--- config.mk ---
export PLATFORM = sky130hd
export DESIGN_NAME = mul_seq_ctrl
export DESIGN_NICKNAME = d
export VERILOG_FILES = /design/src/rtl/mul_seq_ctrl.sv
export SDC_FILE = /design/constraint.sdc
export NUM_CORES = 1
export LEC_CHECK = 0
export ABC_AREA = 1
export BUFFER_PORTS_ARGS = -buffer_cell sky130_fd_sc_hd__buf_2
export CAP_MARGIN = 20
export CORE_MARGIN = 5
export CORE_UTILIZATION = 54
export DETAILED_ROUTE_END_ITERATION = 6
export PLACE_DENSITY = 0.76
export SYNTH_ARGS = -nofsm -noshare
export SYNTH_HDL_FRONTEND = slang
export SYNTH_SLANG_ARGS = --single-unit
--- constraint.sdc ---
create_clock -name clk_i -period 8.4 [get_ports clk_i]
set_input_delay 0.42 -clock clk_i [delete_from_list [all_inputs] [get_ports clk_i]]
set_output_delay 0.42 -clock clk_i [all_outputs]
set_load 0.1 [all_outputs]
--- src/rtl/mul_seq_ctrl.sv ---
// RV32M multiply sequencer: radix-2 shift-add over DATA_W cycles,
// holding the pipeline while it runs and writing back through a reg-file port.
module mul_seq_ctrl #(
   parameter int DATA_W  = 32,
   parameter int RADDR_W = 5
) (
   input  logic               clk_i,
   input  logic               rst_i,
   input  logic               start_i,
   input  logic [2:0]         funct3_i,
   input  logic [DATA_W-1:0]  op1_i,
   input  logic [DATA_W-1:0]  op2_i,
   input  logic               reg_we_i,
   input  logic [RADDR_W-1:0] reg_waddr_i,
   input  logic               flush_i,
   output logic               stall_o,
   output logic               busy_o,
   output logic               done_o,
   output logic               reg_we_o,
   output logic [RADDR_W-1:0] reg_waddr_o,
   output logic [DATA_W-1:0]  reg_wdata_o
);

   localparam int CW = $clog2(DATA_W);

   localparam logic [1:0] IDLE = 2'd0;
   localparam logic [1:0] CALC = 2'd1;
   localparam logic [1:0] DONE = 2'd2;

   logic [1:0]          state;
   logic [2:0]          fn;
   logic                we;
   logic [RADDR_W-1:0]  waddr;
   logic                neg;
   logic [DATA_W-1:0]   mcand;
   logic [DATA_W-1:0]   mplier;
   logic [DATA_W-1:0]   acc_hi;
   logic [CW-1:0]       cnt;
   logic                done_q;
   logic                we_q;
   logic [RADDR_W-1:0]  waddr_q;
   logic [DATA_W-1:0]   wdata_q;

   logic                sign1;
   logic                sign2;
   logic                neg1;
   logic                neg2;
   logic [DATA_W-1:0]   mag1;
   logic [DATA_W-1:0]   mag2;
   logic                accept;
   logic                zero_op;
   logic [DATA_W:0]     sum;
   logic [DATA_W-1:0]   acc_nx;
   logic [DATA_W-1:0]   mpl_nx;
   logic [2*DATA_W-1:0] prod_raw;
   logic [2*DATA_W-1:0] prod;
   logic [DATA_W-1:0]   res;
   logic                last;

   assign sign1   = (funct3_i == 3'b001) || (funct3_i == 3'b010);
   assign sign2   = (funct3_i == 3'b001);
   assign neg1    = sign1 & op1_i[DATA_W-1];
   assign neg2    = sign2 & op2_i[DATA_W-1];
   assign mag1    = neg1 ? -op1_i : op1_i;
   assign mag2    = neg2 ? -op2_i : op2_i;
   assign accept  = (state == IDLE) & start_i & ~funct3_i[2] & ~flush_i;
   assign zero_op = (op1_i == '0) || (op2_i == '0);

   // One shift-add step; the carry out re-enters as the new MSB of acc_hi.
   assign sum      = {1'b0, acc_hi} + ({1'b0, mcand} & {(DATA_W+1){mplier[0]}});
   assign acc_nx   = sum[DATA_W:1];
   assign mpl_nx   = {sum[0], mplier[DATA_W-1:1]};
   assign prod_raw = {acc_nx, mpl_nx};
   assign prod     = neg ? -prod_raw : prod_raw;
   assign res      = (fn == 3'b000) ? prod[DATA_W-1:0] : prod[2*DATA_W-1:DATA_W];
   assign last     = (cnt == CW'(DATA_W - 1));

   always_ff @(posedge clk_i) begin
      if (rst_i) begin
         state   <= IDLE;
         fn      <= '0;
         we      <= 1'b0;
         waddr   <= '0;
         neg     <= 1'b0;
         mcand   <= '0;
         mplier  <= '0;
         acc_hi  <= '0;
         cnt     <= '0;
         done_q  <= 1'b0;
         we_q    <= 1'b0;
         waddr_q <= '0;
         wdata_q <= '0;
      end else begin
         unique case (state)
            IDLE: begin
               if (accept) begin
                  fn     <= funct3_i;
                  we     <= reg_we_i;
                  waddr  <= reg_waddr_i;
                  neg    <= neg1 ^ neg2;
                  mcand  <= mag1;
                  mplier <= mag2;
                  acc_hi <= '0;
                  cnt    <= '0;
                  if (zero_op) begin
                     state   <= DONE;
                     done_q  <= 1'b1;
                     we_q    <= reg_we_i & (reg_waddr_i != '0);
                     waddr_q <= reg_waddr_i;
                     wdata_q <= '0;
                  end else begin
                     state <= CALC;
                  end
               end
            end
            CALC: begin
               if (flush_i) begin
                  state <= IDLE;
               end else begin
                  acc_hi <= acc_nx;
                  mplier <= mpl_nx;
                  cnt    <= cnt + CW'(1);
                  if (last) begin
                     state   <= DONE;
                     done_q  <= 1'b1;
                     we_q    <= we & (waddr != '0);
                     waddr_q <= waddr;
                     wdata_q <= res;
                  end
               end
            end
            DONE: begin
               state   <= IDLE;
               done_q  <= 1'b0;
               we_q    <= 1'b0;
               waddr_q <= '0;
               wdata_q <= '0;
            end
            default: begin
               state <= IDLE;
            end
         endcase
      end
   end

   assign stall_o     = accept | (state == CALC);
   assign busy_o      = (state != IDLE);
   assign done_o      = done_q & ~flush_i;
   assign reg_we_o    = we_q & ~flush_i;
   assign reg_waddr_o = waddr_q;
   assign reg_wdata_o = wdata_q;

endmodule

After elaboration in Yosys (flattened, before gate mapping)
Index checks and enable logic that the tools add are counted.
- bits in registers: 152
- input bits: 77
- output and inout bits: 41
- logic and storage cells: 95
- $add $sub $neg: 5
- eq/ne operators: 10
- mux-type cells: 38
- bitwise logic cells: 14
- reduce and logical (&&, ||, !) cells: 15
- operator list (kind ; number):
    32-bit two-way mux ; 11
    32-bit case mux with 2 select lines ; 2
    32-bit case mux with 3 select lines ; 1
    32-bit zero test ; 2
    64-bit two-way mux ; 1
    32-bit negation ; 2
    64-bit negation ; 1
    32-bit by 33-bit adder with 33-bit output ; 1
    32-bit by 33-bit AND with 33-bit output ; 1
    5-bit two-way mux ; 6
    5-bit case mux with 3 select lines ; 1
    5-bit case mux with 2 select lines ; 1
    5-bit nonzero test ; 2
    1-bit AND ; 9
    1-bit two-way mux ; 8
    2-bit two-way mux ; 4
    2-bit inequality test (second input constant) ; 4
    1-bit case mux with 3 select lines ; 2
    5-bit by 1-bit adder with 5-bit output (second input constant) ; 1
    5-bit equality test (second input constant) ; 1
    5-bit AND reduction ; 1
    2-bit case mux with 2 select lines ; 1
    2-bit AND reduction ; 2
    2-bit nonzero test ; 2
    other kinds (13) ; 15

Longest topological paths before layout
Gate-level depths: netlist (run 1).
- depth in word-level cells: 8
- gate-level depth with buffers: 26
- depth with buffers taken out: 24

Worst setup path before layout (run 1)
OpenSTA, ideal clock, no wires.
- path type: register to register
- start: register mplier[0]
- end: register wdata_q[25] (netlist: reg_wdata_o[25])
- library setup time: 0.135 ns
- data arrival time: 2.855 ns
- data required time: 8.265 ns
- slack: 5.410 ns
- stages on the path, launching flop included: 21
- buffers on the path: 2
- clock period less this slack: 2.990 ns
- path through: dfxtp_1 -> clkbuf_1 -> clkbuf_1 -> nand2_1 -> inv_1 -> ha_1 -> fa_1 -> nor3_1 -> inv_1 -> nor3_1 -> nand2_1 -> nor2_2 -> nand2_2 -> nor2_4 -> nand3_1 -> nand2_2 -> nand2_1 -> nand2_1 -> nand3_1 -> nand2_1 -> a21oi_2
- longest elaborated chain between the ends: 8
- ends and longest elaborated chain (element ; line ; RTL):
    start, declared ; 36 ; logic [DATA_W-1:0] mplier;
    start signal, assigned ; 102 ; mplier <= mag2;
    start signal, assigned ; 121 ; mplier <= mpl_nx;
    32-bit by 33-bit AND with 33-bit output * ; 70 ; assign sum = {1'b0, acc_hi} + ({1'b0, mcand} & {(DATA_W+1){mplier[0]}});
    32-bit by 33-bit adder with 33-bit output * ; 70 ;
    64-bit negation ; 74 ; assign prod = neg ? -prod_raw : prod_raw;
    64-bit two-way mux * ; 74 ;
    32-bit two-way mux * ; 75 ; assign res = (fn == 3'b000) ? prod[DATA_W-1:0] : prod[2*DATA_W-1:DATA_W];
    32-bit two-way mux * ; 123 ; if (last) begin
    32-bit two-way mux * ; 117 ; if (flush_i) begin
    32-bit case mux with 3 select lines * ; 94 ; unique case (state)
    end signal, assigned ; 128 ; wdata_q <= res;
    end, declared ; 42 ; logic [DATA_W-1:0] wdata_q;
Mark *: on every way between the ends. The rest lies on a longest branch, timed or not. The select of a mux whose other input is x is not followed.
A chain may end at the register's enable or synchronous reset.

Final worst setup path (run 1)
- start: register state[1]
- end: register wdata_q[5] (netlist: reg_wdata_o[5])
- longest elaborated chain between the ends: 6
- elaborated cells between the ends (all ways): 13
- those cells by class: eq/ne: 6; mux: 1; bitwise: 3; reduce/logical: 3
- ends and longest elaborated chain (element ; line ; RTL):
    start, declared ; 30 ; logic [1:0] state;
    start signal, assigned ; 80 ; state <= IDLE;
    start signal, assigned ; 106 ; state <= DONE;
    start signal, assigned ; 112 ; state <= CALC;
    2-bit zero test ; 66, 94 ;
    1-bit AND (3 in series) ; 66 ; assign accept = (state == IDLE) & start_i & ~funct3_i[2] & ~flush_i;
    2-bit inequality test (no line) ; n/a ;
    5-bit AND reduction (no line) ; n/a ;
Parallel ways exist; a longest one is shown, timed or not.

==> results.sh, run 1 <==
export IMPL_status="finished clean"
export IMPL_multi_input_area_sq_mm=0.007901
export IMPL_synth_cells=2142
export IMPL_syn_area_per_cell_sq_um=5.783
export IMPL_synth_top_area_cell="dfxtp_1"
export IMPL_area_growth_pct=10.68
export IMPL_arrival_ns=4.91
export IMPL_cp_slowest_cell="inv_2"
export IMPL_place_congestion=0.9783
export IMPL_finish_utilization_pct=60.56
export IMPL_ys_top_cells_by_count="nand2_1 (663), inv_1 (284), nor2_1 (228)"
export IMPL_cts_hold_buf=0
export IMPL_hold_viol_final=0
export IMPL_ff_latch_area_sq_mm=0.003043
export IMPL_grt_ovfl_total=0
export IMPL_grt_usage_pct=30.44
export IMPL_hpwlAfterDp_um=31530
export IMPL_cts_buffers_inserted=17
export IMPL_clock_latency_ns=0.44
export IMPL_holdCritPathClass="input port to flip-flop"
export IMPL_dieArea_sq_mm=0.02607
export IMPL_dr_pass1_iters=7
export IMPL_worstSetupPathType="flip-flop to flip-flop"
export IMPL_nets=2331
export IMPL_via_per_inst=5.592
export IMPL_worstSetupStartpointType="flip-flop"
export IMPL_cts_repair_resized=0
export IMPL_grt_antenna_before_repair=0
export IMPL_max_stage_delay_ns=0.89
export IMPL_worst_pin_slew_ns=0.9689
export IMPL_r2r_end="reg_wdata_o[5]$_SDFFE_PP0P_"
export IMPL_synth_edf_count=0
export IMPL_grt_max_degree=103
export IMPL_layout_drive_gt1_share_pct=11.15
export IMPL_grt_pass1_vias=12680
export IMPL_num_antenna_cells=0
export IMPL_portBuffers=117
export IMPL_synth_most_common_cell="nand2_1"
export IMPL_drtIter0Drc=1589
export IMPL_hold_depth=2
export IMPL_initial_core_util_pct=54.72
export IMPL_drv_slew=0
export IMPL_synth_nets=2261
export IMPL_post_cts_repair_setup_buffers=0
export IMPL_finClkSkew_ns=0.01137
export IMPL_endpoint="reg_wdata_o[5]$_SDFFE_PP0P_"
export IMPL_power_density_mw_per_mm2=227.4
export IMPL_ant_nets=0
export IMPL_cts_max_level=4
export IMPL_cp_startpoint="state[1]$_SDFFE_PP0P_"
export IMPL_leakage_nw=6.968
export IMPL_wire_per_inst_um=16.10
export IMPL_finalWirelength_um=40400
export IMPL_fp_dieW_um=161.5
export IMPL_required_ns=8.76
export IMPL_rrSetupSlack_ns=3.85
export IMPL_clock_path_buffers=2
export IMPL_peakVddDrop_uv=359.5
export IMPL_io_pins=118
export IMPL_cts_tree="built"
export IMPL_p_total_w=0.003118
export IMPL_max_slew_margin_pct=35.32
export IMPL_synth_main_ff_cell="dfxtp_1"
export IMPL_path_max_fanout=61
export IMPL_clk_pin_slew_ns=0.07
export IMPL_vias=14030
export IMPL_cap_violations=0
export IMPL_cts_sinks=152
export IMPL_path_cells="inv_1 > ha_1 > nand4_2 > inv_2 > nor2_1 > inv_1 > o21ai_0 > a211oi_1 > nand2_2 > clkinv_2 > nand2_2 > inv_2 > o311ai_0 > a21oi_1"
export IMPL_ys_warn_count=0
export IMPL_die_y_um=161.5
export IMPL_finalSetupTns_ns=0
export IMPL_synth_top_area_share_pct=24.56
export IMPL_num_rows=55
export IMPL_synth_cell_types=48
export IMPL_clock_fmax_ghz=0.2198
export IMPL_yosysSeqAreaShare_pct=24.56
export IMPL_synth_area_sq_mm=0.01239
export IMPL_r2r_cells=14
export IMPL_core_area_sq_mm=0.02264
export IMPL_setup_slack_ns=3.851
export IMPL_preCtsSetupSlack_ns=3.956
export IMPL_cp_end_kind="flip-flop"
export IMPL_rsz0062_at_grt="false"
export IMPL_ys_ff_latch=152
export IMPL_yosys_top_cells_area="dfxtp_1 (25%), nand2_1 (20%), inv_1 (8.6%), nor2_1 (6.9%), a21oi_1 (6.7%)"
export IMPL_period_minus_slack_ns=4.549
export IMPL_finalCritPeriodShare_pct=54.16
export IMPL_n_fill_cell=2303
export IMPL_cts_root_buf="clkbuf_16"
export IMPL_setup_viol=0
export IMPL_async_reset_ff_share_pct=0
export IMPL_drc=0
export IMPL_r2r_start="state[1]$_SDFFE_PP0P_"
export IMPL_timing_hold_ws_ns=0.1606
export IMPL_grt_pass1_wl_um=64670
routing by layer:
layer	vias to the layer above	GRT usage, %	wire (um)	part of all wire (%)
met2	641	45.70	16930	42
met1	6294	44.55	18500	46
met4	0	10.24	1263	3.1
met5	-	0	0	0
li1	7017	-	-	-
met3	79	4.542	3708	9.2
cell families after synthesis:
| family | after synthesis | synth area share, % |
|---|---|---|
| AOI/OAI and AO/OA | 355 | 15.99 |
| xor gates and xnor gates | 50 | 3.535 |
| adders and majority gates | 42 | 4.303 |
| buffers and inverters | 379 | 11.70 |
| DFF | 152 | 24.56 |
| and+or+nand+nor | 1164 | 39.92 |
cell type report:
class	instances	area share, %
multi-input cells	1611	57.63
well taps	285	2.601
clock buffers	21	3.431
inverters	304	8.341
flip-flops and latches	152	22.19
repair buffers	126	5.019
clock inverters	10	0.7848
power breakdown:
group          total, W  internal, W  switching, W
sequential     0.000964     0.000828      0.000136
clock          0.000775     0.000436      0.000339
combinational   0.00138     0.000375       0.00100
total           0.00312      0.00164       0.00148
critical path, delay by kind of cell (launching register included):
family                   cells  cell delay (ns)
AO/OA/AOI/OAI                4             0.73
adder cells (fa/ha/maj)      1             0.21
buffers and inverters        5             1.73
flip-flops                   1             0.35
AND/OR/NAND/NOR              4             1.42
state kept, by name, summed over array words and instances (netlist names):
signal,count
acc_hi,32
mcand,32
mplier,32
reg_wdata_o,32
cnt,5
reg_waddr_o,5
waddr,5
fn,3
state,2
done_q,1
neg,1
we,1
we_q,1
layout by cell type (no fill, tap or decap), types with 3 or more instances in the layout:
cell        count
ha_1           41
nand4_1        23
clkbuf_8        3
o21ai_1         3
nor3_1         41
o21ai_0        91
inv_1         283
a21oi_1       166
nand3_1       120
o22ai_1        15
a31oi_1        33
nor2_2         20
or2_2           4
nor4_1          7
nor2_4          3
buf_2         116
nand3b_1       11
nor2_1        228
inv_6           4
clkinvlp_4      3
xnor2_1        13
o221ai_1       11
o211ai_1       15
nand2_2        22
nand2_1       663
buf_4           8
nand3_2        10
xor2_1         37
o31ai_1         5
clkbuf_16      17
inv_2          17
a21oi_2         4
dfxtp_1       152
nor3_2          7
metrics by stage:
| stage | cells | instance area, sq um |
|---|---|---|
| after floorplan | 2142 | 12390 |
| after global placement | 2476 | 13090 |
| after detailed placement | 2476 | 13090 |
| after CTS | 2507 | 13660 |
| after global routing | 2509 | 13710 |
| final | 2509 | 13710 |
how the worst min path moves through the flow:
stage	from	endpoint
after floorplan	fn[2]$_SDFFE_PP0P_	fn[2]$_SDFFE_PP0P_
after CTS	rst_i	mplier[15]$_SDFFE_PP0P_
after global routing	rst_i	mplier[15]$_SDFFE_PP0P_
final	rst_i	mplier[15]$_SDFFE_PP0P_
after detailed placement	we_q$_SDFFE_PP0P_	we_q$_SDFFE_PP0P_
after global placement	fn[2]$_SDFFE_PP0P_	fn[2]$_SDFFE_PP0P_
Note: power is estimated with default switching activity, not from simulation.
==> run 2: changes to the inputs <==
Clock period 8.4 ns to 4.3 ns, I/O delays scaled along.
==> run 2 against run 1 <==
Utilization is 0.31 points higher; register-to-register slack got worse by 2.9 ns; combinational power grew 97%; clock power increased by 110%; flip-flop and latch count stayed put; non-clock buffer count is 7 higher; first-iteration DRC count down 1.8%; sequential share of layout area is 0.11 points lower; hold slack worse by 0.091 ns; clock skew up 0.0019 ns; die area unchanged; largest cell class unchanged; largest power group unchanged.
==> results.sh, run 2 (synthesis results as in run 1) <==
export IMPL_critPathMostFrequentCell="nand2_1"
export IMPL_post_cts_repair_setup_buffers=0
export IMPL_area_growth_pct=11.24
export IMPL_arrival_ns=3.60
export IMPL_core_area_sq_mm=0.02264
export IMPL_power_density_mw_per_mm2=451.8
export IMPL_cp_startpoint="mplier[0]$_SDFFE_PP0P_"
export IMPL_drv_slew=0
export IMPL_fp_dieW_um=161.5
export IMPL_layout_commonest_cell="nand2_1"
export IMPL_cp_buffers_inverters=3
export IMPL_portBuffers=117
export IMPL_max_slew_margin_pct=36.46
export IMPL_holdCritPathClass="input port to flip-flop"
export IMPL_cts_repair_resized=0
export IMPL_grt_antenna_before_repair=0
export IMPL_p_total_w=0.006226
export IMPL_drtIter0Drc=1560
export IMPL_path_max_fanout=33
export IMPL_layout_drive_gt1_share_pct=11.47
export IMPL_endpoint="reg_wdata_o[26]$_SDFFE_PP0P_"
export IMPL_setup_viol=0
export IMPL_r2r_start="mplier[0]$_SDFFE_PP0P_"
export IMPL_cp_end_kind="flip-flop"
export IMPL_cts_root_buf="clkbuf_16"
export IMPL_die_y_um=161.5
export IMPL_cp_top_family="simple AND/OR/NAND/NOR gates"
export IMPL_dr_pass1_iters=6
export IMPL_initial_core_util_pct=54.72
export IMPL_fin_cells=2517
export IMPL_dieArea_sq_mm=0.02607
export IMPL_path_cells="buf_4 > nand2_1 > inv_1 > ha_1 > nand2_1 > nor2_1 > inv_1 > nor2_2 > nand3_1 > nand3_1 > nand2_1 > nand2_2 > nand2_1 > nor3_1 > nand2_1 > nand2_1 > nand2_1 > nand2_1 > nand3_1 > nand2_1 > a21oi_1"
export IMPL_worstSetupStartpointType="flip-flop"
export IMPL_cts_hold_buf=0
export IMPL_grt_pass1_vias=12540
export IMPL_n_fill_cell=2290
export IMPL_hpwlAfterDp_um=31910
export IMPL_ant_nets=0
export IMPL_cts_max_level=4
export IMPL_r2r_end="reg_wdata_o[26]$_SDFFE_PP0P_"
export IMPL_clk_pin_slew_ns=0.07
export IMPL_finalCritPeriodShare_pct=77.26
export IMPL_drc=0
export IMPL_status="finished clean"
export IMPL_worst_pin_slew_ns=0.9521
export IMPL_num_rows=55
export IMPL_wire_per_inst_um=16.31
export IMPL_rrSetupSlack_ns=0.98
export IMPL_required_ns=4.58
export IMPL_ff_latch_area_sq_mm=0.003043
export IMPL_nets=2338
export IMPL_cap_violations=0
export IMPL_num_antenna_cells=0
export IMPL_grt_max_degree=70
export IMPL_via_per_inst=5.615
export IMPL_vias=14130
export IMPL_io_pins=118
export IMPL_clock_path_buffers=2
export IMPL_cts_tree="built"
export IMPL_r2r_cells=21
export IMPL_rsz0062_at_grt="false"
export IMPL_multi_input_area_sq_mm=0.007901
export IMPL_finalWirelength_um=41040
export IMPL_grt_ovfl_total=0
export IMPL_worstSetupPathType="flip-flop to flip-flop"
export IMPL_peakVddDrop_uv=581.5
export IMPL_cts_buffers_inserted=17
export IMPL_place_congestion=0.9927
export IMPL_grt_usage_pct=30.79
export IMPL_path_depth=21
export IMPL_clock_fmax_ghz=0.3010
export IMPL_max_stage_delay_ns=0.41
export IMPL_grt_pass1_wl_um=65490
export IMPL_layout_common_cells="nand2_1 (663), inv_1 (284), nor2_1 (228)"
export IMPL_placed_cells=2485
export IMPL_finClkSkew_ns=0.01327
export IMPL_clock_latency_ns=0.43
export IMPL_period_minus_slack_ns=3.322
export IMPL_hold_viol_final=0
export IMPL_final_area_sq_mm=0.01378
export IMPL_finalSetupTns_ns=0
export IMPL_place_area_sq_mm=0.01315
export IMPL_timing_hold_ws_ns=0.06992
export IMPL_leakage_nw=7.021
export IMPL_cts_sinks=152
export IMPL_cp_slowest_cell="ha_1"
-- run 2: cell types whose count changed in the layout (fill, tap and decap cells not counted), sizes merged --
cell and change:
clkinvlp -1, bufinv +2, buf +7, inv -1
clkbuf -1, clkinv +2
-- run 2: through the flow --
stage / setup WS (ns) / utilization, %
finish: 0.9778 / 60.87
global route: 0.6136 / 60.87
CTS: 1.041 / 60.87
detailed placement: 1.045 / 58.09
global placement: 1.049 / 58.09
floorplan: 1.310 / -
-- run 2: where the power goes --
group          switching [W]  total, W  internal, W
clock network       0.000676   0.00165     0.000970
logic                0.00197   0.00272     0.000747
registers           0.000242   0.00186      0.00162
total                0.00289   0.00623      0.00333
-- run 2: how the worst min path moves through the flow --
stage	startpoint	endpoint	slack, ns	depth (start not counted)
CTS	funct3_i[1]	fn[1]$_SDFFE_PP0P_	0.06	3
finish	reg_waddr_i[1]	waddr[1]$_SDFFE_PP0P_	0.07	3
global route	reg_waddr_i[2]	waddr[2]$_SDFFE_PP0P_	0.09	3
floorplan	funct3_i[0]	fn[0]$_SDFFE_PP0P_	0.36	2
global placement	fn[2]$_SDFFE_PP0P_	fn[2]$_SDFFE_PP0P_	0.44	2
detailed placement	we$_SDFFE_PP0P_	we$_SDFFE_PP0P_	0.45	2
-- run 2: worst register-to-register path, stage by stage (launching register included) --
cell and delay, ns:
dfxtp_1 0.30, buf_4 0.22, nand2_1 0.11, inv_1 0.07, ha_1 0.41, nand2_1 0.17
nor2_1 0.21, inv_1 0.09, nor2_2 0.15, nand3_1 0.21, nand3_1 0.17, nand2_1 0.07
nand2_2 0.14, nand2_1 0.14, nor3_1 0.18, nand2_1 0.09, nand2_1 0.08, nand2_1 0.07
nand2_1 0.06, nand3_1 0.07, nand2_1 0.11, a21oi_1 0.07
-- run 2: layer usage --
layer  part of all wire [%]  vias to the layer above  GRT usage [%]  routed length (um)
met5                      0                        -              0                   0
met4                    3.3                        0          11.17                1358
met3                    8.3                       91          4.006                3399
met2                     43                      653          46.75               17580
met1                     46                     6363          44.69               18700
li1                       -                     7027              -                   -
-- run 2: area by class of cell --
| type | count | share of cell area, % |
|---|---|---|
| Tap cell | 285 | 2.588 |
| Sequential cell | 152 | 22.08 |
| Inverter | 304 | 8.299 |
| Multi-Input combinational cell | 1611 | 57.34 |
| Clock buffer | 20 | 3.387 |
| Clock inverter | 12 | 1.171 |
| Timing Repair Buffer | 133 | 5.139 |
